<file path="src/rtl/rsa_pkg.sv">
// Shared types and constants for the rsa_unit operand front end.
package rsa_pkg;

   typedef enum logic [1:0] {
      StIdle,
      StRun,
      StCool
   } state_e;

   localparam logic [1:0] ADDR_P     = 2'd0;
   localparam logic [1:0] ADDR_E     = 2'd1;
   localparam logic [1:0] ADDR_M     = 2'd2;
   localparam logic [1:0] ADDR_CONST = 2'd3;

endpackage

</file>
<file path="src/rtl/rsa_watchdog.sv">
// Run-length watchdog: counts enabled cycles and flags the last allowed one.
module rsa_watchdog #(
   parameter int unsigned TIMEOUT = 1024
) (
   input  logic clk,
   input  logic rst,
   input  logic clear,
   input  logic enable,
   output logic expire
);

   localparam int unsigned CntW = $clog2(TIMEOUT);

   logic [CntW-1:0] cnt_q, cnt_d;

   always_comb begin
      cnt_d = cnt_q;
      if (clear) begin
         cnt_d = '0;
      end else if (enable) begin
         cnt_d = cnt_q + CntW'(1);
      end
   end

   always_ff @(posedge clk) begin
      if (rst) begin
         cnt_q <= '0;
      end else begin
         cnt_q <= cnt_d;
      end
   end

   assign expire = (cnt_q == CntW'(TIMEOUT - 1));

endmodule

</file>
<file path="src/rtl/rsa_operand_loader.sv">
// Byte-wide operand loader and run sequencer in front of rsa_unit.
module rsa_operand_loader
   import rsa_pkg::*;
#(
   parameter int unsigned WIDTH   = 8,
   parameter int unsigned TIMEOUT = 1024
) (
   input  logic             clk,
   input  logic             rst,
   input  logic             wr_valid,
   input  logic [1:0]       wr_addr,
   input  logic [WIDTH-1:0] wr_data,
   input  logic             start,
   output logic             busy,
   output logic             done,
   output logic             timeout,
   output logic             err,
   output logic [WIDTH-1:0] result,
   output logic             result_valid,
   output logic             rsa_en,
   output logic [WIDTH-1:0] rsa_p,
   output logic [WIDTH-1:0] rsa_e,
   output logic [WIDTH-1:0] rsa_m,
   output logic [WIDTH-1:0] rsa_const,
   input  logic             rsa_eoc,
   input  logic [WIDTH-1:0] rsa_c
);

   state_e           state_q, state_d;
   logic [WIDTH-1:0] op_q [4];
   logic [WIDTH-1:0] op_d [4];
   logic [3:0]       loaded_q, loaded_d, loaded_new;
   logic [WIDTH-1:0] result_q, result_d;
   logic             rv_q, rv_d;
   logic             done_q, done_d;
   logic             timeout_q, timeout_d;
   logic             err_q, err_d;
   logic             first_q, first_d;
   logic             wd_clear, wd_en, wd_expire;

   rsa_watchdog #(
      .TIMEOUT(TIMEOUT)
   ) u_watchdog (
      .clk   (clk),
      .rst   (rst),
      .clear (wd_clear),
      .enable(wd_en),
      .expire(wd_expire)
   );

   always_comb begin
      state_d   = state_q;
      op_d      = op_q;
      loaded_d  = loaded_q;
      result_d  = result_q;
      rv_d      = rv_q;
      done_d    = 1'b0;
      timeout_d = 1'b0;
      err_d     = 1'b0;
      first_d   = first_q;
      wd_clear  = 1'b0;
      wd_en     = 1'b0;
      // A write in the same cycle as start counts toward the launch check.
      loaded_new = loaded_q | (wr_valid ? (4'b0001 << wr_addr) : 4'b0000);

      unique case (state_q)
         StIdle: begin
            if (wr_valid) begin
               op_d[wr_addr] = wr_data;
               loaded_d      = loaded_new;
            end
            if (start) begin
               if (&loaded_new) begin
                  state_d  = StRun;
                  rv_d     = 1'b0;
                  wd_clear = 1'b1;
                  first_d  = 1'b1;
               end else begin
                  err_d = 1'b1;
               end
            end
         end
         StRun: begin
            err_d   = wr_valid;
            wd_en   = 1'b1;
            first_d = 1'b0;
            // eoc left over from the previous run is not trusted in the first cycle.
            if (!first_q && rsa_eoc) begin
               result_d = rsa_c;
               rv_d     = 1'b1;
               done_d   = 1'b1;
               state_d  = StCool;
            end else if (wd_expire) begin
               timeout_d = 1'b1;
               state_d   = StCool;
            end
         end
         StCool: begin
            err_d   = wr_valid;
            state_d = StIdle;
         end
         default: state_d = StIdle;
      endcase
   end

   always_ff @(posedge clk) begin
      if (rst) begin
         state_q   <= StIdle;
         op_q      <= '{default: '0};
         loaded_q  <= '0;
         result_q  <= '0;
         rv_q      <= 1'b0;
         done_q    <= 1'b0;
         timeout_q <= 1'b0;
         err_q     <= 1'b0;
         first_q   <= 1'b0;
      end else begin
         state_q   <= state_d;
         op_q      <= op_d;
         loaded_q  <= loaded_d;
         result_q  <= result_d;
         rv_q      <= rv_d;
         done_q    <= done_d;
         timeout_q <= timeout_d;
         err_q     <= err_d;
         first_q   <= first_d;
      end
   end

   assign busy         = (state_q != StIdle);
   assign rsa_en       = (state_q == StRun);
   assign done         = done_q;
   assign timeout      = timeout_q;
   assign err          = err_q;
   assign result       = result_q;
   assign result_valid = rv_q;
   assign rsa_p        = op_q[ADDR_P];
   assign rsa_e        = op_q[ADDR_E];
   assign rsa_m        = op_q[ADDR_M];
   assign rsa_const    = op_q[ADDR_CONST];

endmodule

</file>
<file path="config.mk">
export PLATFORM = sky130hd
export DESIGN_NAME = rsa_operand_loader
export DESIGN_NICKNAME = d
export VERILOG_FILES = /design/src/rtl/rsa_pkg.sv /design/src/rtl/rsa_watchdog.sv /design/src/rtl/rsa_operand_loader.sv
export SDC_FILE = /design/constraint.sdc
export NUM_CORES = 1
export LEC_CHECK = 0
export BUFFER_PORTS_ARGS = -buffer_cell sky130_fd_sc_hd__buf_2
export CAP_MARGIN = 20
export CORE_MARGIN = 2
export CORE_UTILIZATION = 27
export DETAILED_ROUTE_END_ITERATION = 7
export HOLD_SLACK_MARGIN = 0.05
export PLACE_DENSITY = 0.46
export RECOVER_POWER = 25
export SYNTH_ARGS = -nofsm -noshare
export SYNTH_HDL_FRONTEND = slang
export SYNTH_SLANG_ARGS = --single-unit
</file>
<file path="constraint.sdc">
create_clock -name clk -period 5.1 [get_ports clk]
set_input_delay 1.275 -clock clk [delete_from_list [all_inputs] [get_ports clk]]
set_output_delay 1.275 -clock clk [all_outputs]
set_load 0.01 [all_outputs]
</file>
# Word level (Yosys, flattened, before mapping)
# Index checks and enable logic that the tools add are counted.
[word_totals]
word_cells = 68
inputBits = 23
reg_bits = 61
out_inout_bits = 46
[classes]
n_eq_ne = 7
n_lt_le_gt_ge = 2
n_reduce_logical = 16
bitwise = 3
muxes = 25
shifts = 1
add_sub_neg = 1
[ops]
columns = ["op", "n"]
rows = [
  ["$bwmux W32", 1],
  ["$demux W8 S2", 1],
  ["$mux W1", 13],
  ["$add A10 B1 Y10 const B", 1],
  ["$eq A10 B10 Y1 const B", 1],
  ["$mux W2", 4],
  ["$mux W8", 1],
  ["$reduce_and A4 Y1", 2],
  ["$pmux W1 S2", 3],
  ["$reduce_and A3 Y1", 2],
  ["$reduce_or A2 Y1", 3],
  ["$mux W4", 1],
  ["$ne A2 B2 Y1 const B", 2],
  ["$or A4 B4 Y4", 1],
  ["$pmux W2 S2", 1],
  ["$reduce_and A2 Y1", 2],
  ["$reduce_bool A2 Y1", 2],
  ["$shl A1 B2 Y4 const A", 1],
  ["$ge A3 B3 Y1 const B", 1],
  ["$lt A3 B1 Y1 const B", 1],
  ["$ne A3 B1 Y1 const B", 1],
  ["$not A2 Y3", 1],
  ["$reduce_or A3 Y1", 1],
  ["$eq A2 B1 Y1 const B", 1],
  ["other kinds (6)", 7],
]

# Longest topological paths before layout
[logic_depth]
depth_word = 8
ltp_mapped = 8
mapped_depth_nobuf = 6

# Hierarchy
# A second synthesis with hierarchy kept.
[hier_totals]
hier_cells = 291
area_unflattened_um2 = 2429.8
[modules_own_cells]
columns = ["mod", "instances", "seq_area_each_um2", "cells_each", "area_per_inst_um2"]
rows = [
  ["rsa_operand_loader", 1, 1021.0, 241, 1970.6],
  ["rsa_watchdog", 1, 200.2, 50, 459.2],
]

# Worst setup path after synthesis
# Ideal clock, no wire load.
[synth_timing]
path_type = "input to register"
start = "input wr_addr[0]"
end = "register rv_q, in the netlist result_valid"
path_buffers = 1
path_slack_ns = 2.550
setup_time_ns = 0.117
arrival_ns = 2.432
required_ns = 4.983
path_stages = 5
path_cell_list = "buf_6 > nand4b_4 > and3_4 > or4_1 > a32o_1"
[synth_between]
elab_chain_len = 6
[synth_rtl]
columns = ["element", "line", "source"]
rows = [
  ["start: declaration", "rsa_operand_loader.sv:11", "input logic [1:0] wr_addr,"],
  ["$shl A1 B2 Y4", "rsa_operand_loader.sv:64", "loaded_new = loaded_q | (wr_valid ? (4'b0001 << wr_addr) : 4'b0000);"],
  ["$mux W4", "rsa_operand_loader.sv:64", ""],
  ["$or A4 B4 Y4", "rsa_operand_loader.sv:64", ""],
  ["$reduce_and A4 Y1", "rsa_operand_loader.sv:73", "if (&loaded_new) begin"],
  ["$ne A2 B2 Y1 (no source line)", "-", ""],
  ["$reduce_and A4 Y1 (no source line)", "-", ""],
  ["end signal: assignment", "rsa_operand_loader.sv:122", "rv_q <= rv_d;"],
  ["end: declaration", "rsa_operand_loader.sv:34", "logic rv_q, rv_d;"],
]
# No other way between the ends.
# A chain may end at the register's enable or synchronous reset.

# Final worst setup path
[layout_timing]
start = "input rst"
end = "register u_watchdog.cnt_q[9]"
[layout_between]
elab_chain_len = 1
[layout_rtl]
columns = ["element", "line", "source"]
rows = [
  ["start: declaration", "rsa_operand_loader.sv:9", "input logic rst,"],
  ["$reduce_or A2 Y1 (no source line)", "-", ""],
  ["end signal: assignment", "rsa_watchdog.sv:29", "cnt_q <= cnt_d;"],
  ["end: declaration", "rsa_watchdog.sv:14", "logic [CntW-1:0] cnt_q, cnt_d;"],
]
# No other way between the ends.

==> flow_summary.yaml <==
run_status:
  status: "complete, but fails checks"
  violations: "capacitance limit, slew limit"
critical_path:
  crit_slowest_cell: "clkbuf_1"
  cp.buffers_inverters: 2
  critPathLaunchType: "input pin"
  end_kind: "flop"
  crit_chain: "clkbuf_1, inv_1, o31ai_2, nor2_1"
  worstPathRequired_ns: 5.29
  critPathTopFamily: "buffers and inverters"
  cp_max_fo: 50
  cpPeakStageDelay_ns: 1.53
  cp.arrival_ns: 3.61
  crit_type: "in -> reg"
clocking:
  tritoncts: "yes"
  cts_num_sinks: 61
  cts_root_buf: "clkbuf_8"
  clk_latency_ns: 0.34
  post_cts_buffers: 0
  hold_buffers: 0
  cts-buffers-inserted: 9
  h-tree-depth: 3
  clkTransAtPathRegs_ns: 0.07
  post_cts_resize_count: 0
  cts_buffer_depth: 2
sta:
  hold_viol: 0
  timing.fmax_mhz: 292
  period_share_pct: 67.1
  rsz0062_at_grt: "no"
  finClkSkew_ns: 0.00840
  period_needed_ns: 3.42
  relSlewSlack_pct: -46.3
  setup_viol: 0
  setup_tns_ns: 0
  tightestPinTransition_ns: 2.19
  report.final.slew_viol_count: 51
placed_design:
  io_buffers: 68
  gp_congestion: 0.764
  place_area_um2: 2830
  place_hpwl_mm: 4.25
synth:
  ys_warn_count: 0
  ys_types: 37
  ys_ff_latch: 61
  synth_nets: 314
  syn_inst: 286
  avgSynthCellArea_um2: 8.50
  netlist_area_um2: 2430
  synth-seq-area-share_pct: 50.3
routing:
  vias: 2058
  vias_per_cell: 4.44
  antenna_left: 0
  drt_iter0_markers: 67
  first_pass_iters: 4
  wire_per_inst_um: 12.9
  post-route-drc-count: 0
  finalWirelength_mm: 5.98
layout:
  design_area_um2: 3010
  final_common_cell: "nand2_1"
  synthToLayoutAreaGrowth_pct: 24.0
  diodes: 0
  most-common-layout-cells: "nand2_1 (78), dfxtp_1 (61), buf_2 (53), a21oi_1 (32), nor2_1 (31)"
  drive_gt1_share_pct: 20.8
  fin_nets: 379
global_routing:
  grt_max_degree: 51
  grt_pass1_vias: 1946
  grt_pass1_wl_mm: 9.76
  grt_usage_pct: 12.7
  antenna_found_initial: 0
  grt-ovfl-total: 0
min_path:
  hold_path.class: "reg -> reg"
die:
  row_count: 34
  die_area_um2: 9770
  io_pins: 69
  die_h_um: 98.9
  core-area_um2: 8720
  start_util_pct: 27.9
  die_x_um: 98.9
power_and_ir_drop:
  p_leak_nw: 1.27
  vdd_drop_max_uv: 106
  powerDensity_nw_per_um2: 328
job:
  maxCapViolCount: 1
[layout make-up]
| class | count | area (um^2) |
|---|---|---|
| Fill cell | 917 | 5710 |
| Timing Repair Buffer | 68 | 322 |
| Clock buffer | 10 | 138 |
| Tap cell | 108 | 135 |
| Multi-Input combinational cell | 204 | 1110 |
| Sequential cell | 61 | 1220 |
| Clock inverter | 6 | 62.6 |
| Inverter | 7 | 26.3 |
[where the power goes]
group | internal [mW] | switching (mW) | total (mW) | leakage [nW]
registers | 0.487 | 0.00574 | 0.493 | 0.494
clock network | 0.237 | 0.195 | 0.432 | 0.0943
logic | 0.0222 | 0.0415 | 0.0637 | 0.683
total | 0.746 | 0.242 | 0.988 | 1.27
[per-stage QoR]
| step | hold WS, ns | cells | total power, mW | setup WS (ns) | utilization [%] |
|---|---|---|---|---|---|
| after global placement | 0.441 | 448 | 0.568 | 2.30 | 32.5 |
| after detailed placement | 0.445 | 448 | 0.568 | 2.30 | 32.5 |
| final | 0.456 | 464 | 0.988 | 1.68 | 34.5 |
| after floorplan | 0.462 | 286 | 0.540 | 2.55 | - |
| after CTS | 0.457 | 464 | 1.01 | 2.37 | 34.8 |
| after global routing | 0.473 | 464 | 1.03 | 1.42 | 34.5 |
[state kept, by name (all words and copies together) (netlist names)]
name,count
rsa_p,8
timeout,1
done,1
err,1
state_q,2
u_watchdog.cnt_q,10
result_valid,1
rsa_const,8
first_q,1
loaded_q,4
rsa_e,8
result,8
rsa_m,8
[worst reg2reg max path: stages, from the launching register on]
cell and delay (ns):
dfxtp_1 0.31, inv_1 0.11, ha_1 0.45, nand3_1 0.50, mux2i_1 0.31, nor2_1 0.05
[cell families after synthesis]
kind of cell	count (synthesis)	synth area share [%]
simple gates	139	25.8
flops	61	50.3
compound gates	41	9.84
buf+inv	21	4.12
mux	10	4.12
xor+xnor	9	3.24
fa+ha+maj	5	2.57
[final timing paths]
kind,from,endpoint,slack (ns),depth (start not counted)
hold / removal,rsa_p[5],rsa_p[5],0.46,2
hold reg to reg,rsa_p[5],rsa_p[5],0.46,2
setup / recovery,rst,u_watchdog.cnt_q[9],1.68,4
setup reg to reg,state_q[1],result[4],3.17,5
[cell usage after synthesis]
cell type | count | share of area (%)
a211oi_1 | 1 | 0.31
a21oi_1 | 32 | 6.6
a221oi_1 | 2 | 0.72
a32o_1 | 1 | 0.41
a41oi_1 | 1 | 0.36
and2_1 | 1 | 0.26
and3_1 | 2 | 0.51
and3_4 | 1 | 0.46
buf_1 | 1 | 0.15
buf_2 | 2 | 0.41
buf_4 | 1 | 0.31
buf_6 | 2 | 0.93
clkbuf_1 | 8 | 1.2
dfxtp_1 | 61 | 50
ha_1 | 5 | 2.6
inv_1 | 7 | 1.1
mux2i_1 | 10 | 4.1
nand2_1 | 78 | 12
nand2b_1 | 2 | 0.51
nand3_1 | 4 | 0.82
nand4_1 | 6 | 1.5
nand4b_1 | 1 | 0.36
nand4b_4 | 1 | 0.98
nand4bb_1 | 1 | 0.46
nor2_1 | 31 | 4.8
nor2b_1 | 1 | 0.26
nor3_1 | 3 | 0.62
nor3_2 | 2 | 0.82
nor3b_1 | 1 | 0.31
o211ai_1 | 1 | 0.31
o21bai_1 | 1 | 0.31
o31ai_1 | 1 | 0.31
o31ai_2 | 1 | 0.51
or3_1 | 3 | 0.77
or4_1 | 1 | 0.31
xnor2_1 | 5 | 1.8
xor2_1 | 4 | 1.4
[metal layers]
| metal | part of all wire [%] | routed length [um] | vias to the layer above | track usage [%] |
|---|---|---|---|---|
| li1 | - | - | 1076 | - |
| met1 | 49 | 2940 | 927 | 16.9 |
| met2 | 44 | 2650 | 48 | 18.9 |
| met3 | 5.2 | 309 | 7 | 3.19 |
| met4 | 1.4 | 84 | 0 | 6.64 |
| met5 | 0 | 0 | - | 0 |
No activity file was read; power rests on OpenSTA's default activity.
